`config.mk`:
```
export PLATFORM = sky130hd
export DESIGN_NAME = hazard_control_unit
export DESIGN_NICKNAME = d
export VERILOG_FILES = /design/src/rtl/hazard_control_unit_pkg.sv /design/src/rtl/hazard_control_unit_hazard_detect.sv /design/src/rtl/hazard_control_unit.sv
export SDC_FILE = /design/constraint.sdc
export NUM_CORES = 1
export LEC_CHECK = 0
export BUFFER_PORTS_ARGS = -buffer_cell sky130_fd_sc_hd__buf_2
export CORE_UTILIZATION = 42
export DETAILED_ROUTE_END_ITERATION = 12
export GPL_ROUTABILITY_DRIVEN = 1
export PLACE_DENSITY = 0.7
export RECOVER_POWER = 50
export SETUP_SLACK_MARGIN = 0.05
export SYNTH_ARGS = -nofsm -noshare
export SYNTH_HDL_FRONTEND = slang
export SYNTH_SLANG_ARGS = --single-unit
```
`constraint.sdc`:
```
create_clock -name clk -period 3.65 [get_ports clk]
set_clock_uncertainty 0.1 [all_clocks]
set_input_delay 0.365 -clock clk [delete_from_list [all_inputs] [get_ports clk]]
set_output_delay 0.365 -clock clk [all_outputs]
set_load 0.01 [all_outputs]
```
`src/rtl/hazard_control_unit_pkg.sv`:
```
// Shared opcodes, FSM state encoding and source-usage decode for the hazard control unit.
package hazard_control_unit_pkg;

    localparam int unsigned kOpcodeWidth  = 7;
    localparam int unsigned kRegAddrWidth = 5;

    localparam logic [kOpcodeWidth-1:0] kOpLoad   = 7'b0000011;
    localparam logic [kOpcodeWidth-1:0] kOpStore  = 7'b0100011;
    localparam logic [kOpcodeWidth-1:0] kOpBranch = 7'b1100011;
    localparam logic [kOpcodeWidth-1:0] kOpJal    = 7'b1101111;
    localparam logic [kOpcodeWidth-1:0] kOpJalr   = 7'b1100111;
    localparam logic [kOpcodeWidth-1:0] kOpLui    = 7'b0110111;
    localparam logic [kOpcodeWidth-1:0] kOpAuipc  = 7'b0010111;
    localparam logic [kOpcodeWidth-1:0] kOpRType  = 7'b0110011;
    localparam logic [kOpcodeWidth-1:0] kOpIType  = 7'b0010011;
    localparam logic [kOpcodeWidth-1:0] kOpSystem = 7'b1110011;

    typedef enum logic [1:0] {
        kHcuRun    = 2'd0,
        kHcuDrain  = 2'd1,
        kHcuHalted = 2'd2
    } hcu_state_e;

    // Every format except U-type and JAL reads rs1.
    function automatic logic uses_rs1(input logic [kOpcodeWidth-1:0] op);
        return !((op == kOpLui) || (op == kOpAuipc) || (op == kOpJal));
    endfunction

    // Only R-type, stores and branches read rs2.
    function automatic logic uses_rs2(input logic [kOpcodeWidth-1:0] op);
        return (op == kOpRType) || (op == kOpStore) || (op == kOpBranch);
    endfunction

endpackage

```
`src/rtl/hazard_control_unit_hazard_detect.sv`:
```
// Combinational load-use hazard check of the ID sources against a load in EX.
module hazard_detect
    import hazard_control_unit_pkg::*;
(
    input  logic [kOpcodeWidth-1:0]  opcode,
    input  logic [kRegAddrWidth-1:0] rs1,
    input  logic [kRegAddrWidth-1:0] rs2,
    input  logic                     ex_mem_read,
    input  logic [kRegAddrWidth-1:0] ex_rd,
    output logic                     hazard
);

    logic rs1_match;
    logic rs2_match;

    // x0 is never written, so a load targeting it cannot create a dependency.
    always_comb begin
        rs1_match = uses_rs1(opcode) && (rs1 == ex_rd);
        rs2_match = uses_rs2(opcode) && (rs2 == ex_rd);
        hazard    = ex_mem_read && (ex_rd != '0) && (rs1_match || rs2_match);
    end

endmodule

```
`src/rtl/hazard_control_unit.sv`:
```
// Pipeline-control strobes, halt drain sequencing and stall/flush counters for the ID stage.
module hazard_control_unit
    import hazard_control_unit_pkg::*;
#(
    parameter int unsigned kDrainCycles  = 3,
    parameter int unsigned kCounterWidth = 32
) (
    input  logic                     clk,
    input  logic                     reset,
    input  logic [kOpcodeWidth-1:0]  id_opcode,
    input  logic [kRegAddrWidth-1:0] id_rs1,
    input  logic [kRegAddrWidth-1:0] id_rs2,
    input  logic                     id_is_halt,
    input  logic                     ex_mem_read,
    input  logic [kRegAddrWidth-1:0] ex_rd,
    input  logic                     ex_pc_redirect,
    output logic                     pc_write,
    output logic                     if_id_write,
    output logic                     id_ex_bubble,
    output logic                     if_id_flush,
    output logic                     id_ex_flush,
    output logic                     is_halted,
    output logic [kCounterWidth-1:0] stall_count,
    output logic [kCounterWidth-1:0] flush_count
);

    localparam int unsigned DrainW = (kDrainCycles < 2) ? 1 : $clog2(kDrainCycles + 1);

    hcu_state_e        state;
    logic [DrainW-1:0] drain_cnt;
    logic              hazard;

    hazard_detect u_hazard_detect (
        .opcode      (id_opcode),
        .rs1         (id_rs1),
        .rs2         (id_rs2),
        .ex_mem_read (ex_mem_read),
        .ex_rd       (ex_rd),
        .hazard      (hazard)
    );

    // State, drain countdown, halt flag and saturating performance counters.
    always_ff @(posedge clk) begin
        if (reset) begin
            state       <= kHcuRun;
            drain_cnt   <= '0;
            is_halted   <= 1'b0;
            stall_count <= '0;
            flush_count <= '0;
        end else begin
            case (state)
                kHcuRun: begin
                    if (ex_pc_redirect) begin
                        if (flush_count != '1) flush_count <= flush_count + kCounterWidth'(1);
                    end else if (hazard) begin
                        if (stall_count != '1) stall_count <= stall_count + kCounterWidth'(1);
                    end else if (id_is_halt) begin
                        state     <= kHcuDrain;
                        drain_cnt <= DrainW'(kDrainCycles);
                    end
                end
                kHcuDrain: begin
                    if (drain_cnt <= DrainW'(1)) begin
                        state     <= kHcuHalted;
                        drain_cnt <= '0;
                        is_halted <= 1'b1;
                    end else begin
                        drain_cnt <= drain_cnt - DrainW'(1);
                    end
                end
                kHcuHalted: begin
                    is_halted <= 1'b1;
                end
                default: begin
                    state <= kHcuRun;
                end
            endcase
        end
    end

    // Same-cycle strobes; anything other than RUN out of reset freezes the front end behind bubbles.
    always_comb begin
        pc_write     = 1'b0;
        if_id_write  = 1'b0;
        id_ex_bubble = 1'b1;
        if_id_flush  = 1'b0;
        id_ex_flush  = 1'b0;
        if (!reset && (state == kHcuRun)) begin
            if (ex_pc_redirect) begin
                pc_write     = 1'b1;
                if_id_write  = 1'b1;
                id_ex_bubble = 1'b0;
                if_id_flush  = 1'b1;
                id_ex_flush  = 1'b1;
            end else if (!hazard) begin
                pc_write     = 1'b1;
                if_id_write  = 1'b1;
                id_ex_bubble = 1'b0;
            end
        end
    end

endmodule

```
==> results.cfg <==
[outcome]
status = complete, no violations

[pwr]
ir_worst_vdd_uv = 237.4
total_power_uw = 1433
power.density_mw_per_mm2 = 334.8
power_leakage_uw = 0.001353

[clocking]
cts_root_buffer = clkbuf_8
clkSinkCount = 69
post-cts-setup-buffers = 0
cts_tree = done
cts.path.max_buffers = 2
cts_buffers = 9
cts_hold_buffers = 0
cts_resized = 0
clk_pin_slew_worst_paths_ps = 70
htreeDepth = 3
worst_skew_pair.late_latency_ps = 340

[worst_hold_path]
min_path_type = input pin to flop

[global_route]
grt_max_degree = 60
grt_pass1_wl_um = 14770
overflow = 0
antenna_found_initial = 0
grt_pass1_vias = 3269
track_usage_pct = 20.41

[logic_synthesis]
ys_ff_latch = 69
yosys.area.top_type_share_pct = 37.67
syn-instance-count = 449
synth-edff-count = 0
yosysWarnings = 0
synthAdderAreaFrac_pct = 0.6824
synth-main-ff-cell = dfxtp_1
synth_xor_area_share_pct = 7.881
synth_top_family_by_area = simple AND/OR/NAND/NOR gates
syn_area_per_cell_um2 = 8.168
synth.mux.area_fraction_pct = 2.388
synthSimpleGateAreaFrac_pct = 34.25
syn_area_mm2 = 0.003667
synth.net_count = 478
ys_seq_area_share_pct = 37.67
synth_compound_area_share_pct = 12.62
synth.area.top_cells = dfxtp_1 (38%), nor2_1 (5.7%), a21oi_1 (5.2%)
synth.distinct_cells = 46
async_flop_share_pct = 0
yosysTopAreaCell = dfxtp_1

[final_layout]
final_core_util_pct = 51.34
synthToLayoutAreaGrowth_pct = 16.75
drive_gt1_share_pct = 11.93
diodes = 0
fill_cells = 840
fin_cells = 650
nNetsFinal = 569

[timing]
fmaxAchievable_mhz = 369.6
whs_ps = 258.0
drv_slew = 0
rsz0062_at_grt = false
tns_ps = 0
setup_viol = 0
tightestPinTransition_ps = 893.0
max_slew_margin_pct = 40.46
post-route-period-util_pct = 74.13
period_needed_ps = 2706
hold_violations = 0

[placed_design]
place_hpwl_um = 6417
io_buffers = 96
dp_cells = 634
place_congestion = 0.8180

[route]
drtIter0Drc = 159
vias = 3591
firstDrtPassIters = 4
vias_per_cell = 5.525
drc = 0
routedWlPerCell_um = 13.54
antenna_left = 0
drt_wl_total_um = 8798

[setup_path]
crit_path_start_kind = input pin
cp.arrival_ps = 2240
end_kind = output port
cp_max_fo = 59
path_class = input pin to output port
required_ps = 3180

[die]
rows = 33
die_x_um = 95.44
core_area_mm2 = 0.008341
io_pins = 97
die_area_mm2 = 0.009109
die_y_um = 95.44
start_util_pct = 43.97

[job]
maxCapViolCount = 0
==> cell families (layout without fill, tap and decap cells) <==
group | count (synthesis) | in the layout
and+or+nand+nor | 225 | 225
AOI/OAI and AO/OA | 80 | 80
DFF | 69 | 69
xor gates and xnor gates | 33 | 33
buffers and inverters | 32 | 128
muxes | 8 | 8
adders and majority gates | 2 | 2
==> critical path: stages <==
cell and delay, ps:
buf_2 120, or4_1 500, o21ai_0 160, a21o_2 680, o21a_1 220, inv_1 40
buf_2 130
==> layout make-up <==
type	count	area, µm²	share of cell area (%)
timing repair buffer	99	420.4	9.819
tap	105	131.4	3.068
inverter	13	48.80	1.140
multi-input combinational	348	2121	49.53
clock buffer	13	158.9	3.711
sequential	69	1381	32.26
clock inverter	3	20.02	0.4676
==> sequential cells by signal, summed over array words and instances (netlist names) <==
signal       cells
drain_cnt        2
flush_count     32
is_halted        1
stall_count     32
state            2
==> per-stage QoR <==
step,instance area (µm²),setup WS [ps]
global placement,4185,967.5
floorplan,3667,1178
finish,4282,944.3
detailed placement,4185,953.3
CTS,4364,945.0
global route,4282,707.2
==> power by group <==
part           leakage [µW]  internal (µW)  switching (µW)
registers          0.000557            760            7.92
logic              0.000711           37.8            60.1
clock network     0.0000857            283             285
==> metal layers <==
layer,vias to the layer above,wire [µm],global-route usage (%)
met4,0,53,3.980
li1,1822,-,-
met2,78,4319,35.83
met3,6,448,6.858
met5,-,0,0
met1,1685,3977,24.17
==> synth_stat cells, types with 2 or more instances <==
cell      instances
o211ai_1          2
xnor2_1          14
nor3b_1           2
nand4_1          28
or4_4             2
mux2i_1           2
o31ai_1          14
o21ai_0          20
nor4_1            6
inv_1            13
nand3_1          29
and2_1            4
a21oi_1          38
xor2_1           19
nand2b_1          3
mux2_2            6
clkbuf_8          3
dfxtp_1          69
nor4_2            2
nand2_1          21
o31a_1            2
and4_1            4
clkbuf_1         11
nor3_1           10
buf_4             2
or4_1            18
or3_1            20
nor2_1           56
nor2b_1           4
ha_1              2
and3_1            8
==> worst paths after layout <==
kind                                      start        endpoint  slack (ps)  cells past startpoint
worst min-delay path                 id_is_halt        state[0]         260                      3
worst min register to register        is_halted       is_halted         380                      2
worst max-delay path                   ex_rd[1]    id_ex_bubble         940                      7
worst max register to register  stall_count[20]  stall_count[6]         980                      6
==> cell usage in the layout (no fill, tap or decap), types with 2 or more instances in the layout <==
cell type	n
o211ai_1	2
and4_1	4
clkbuf_8	11
nor3b_1	2
and3_1	8
xor2_1	19
and2_1	4
or3_1	20
or4_1	18
or4_4	2
o31ai_1	14
buf_2	30
o21ai_0	20
nand2_1	21
buf_4	3
clkinvlp_4	2
dfxtp_1	69
o31a_1	2
nor4_2	2
mux2i_1	2
nor2b_1	4
ha_1	2
nor2_1	56
xnor2_1	14
mux2_2	6
nand4_1	28
clkbuf_1	68
nor4_1	6
a21oi_1	38
nand2b_1	3
nand3_1	29
nor3_1	10
inv_1	13
(Power assumes the default switching activity.)
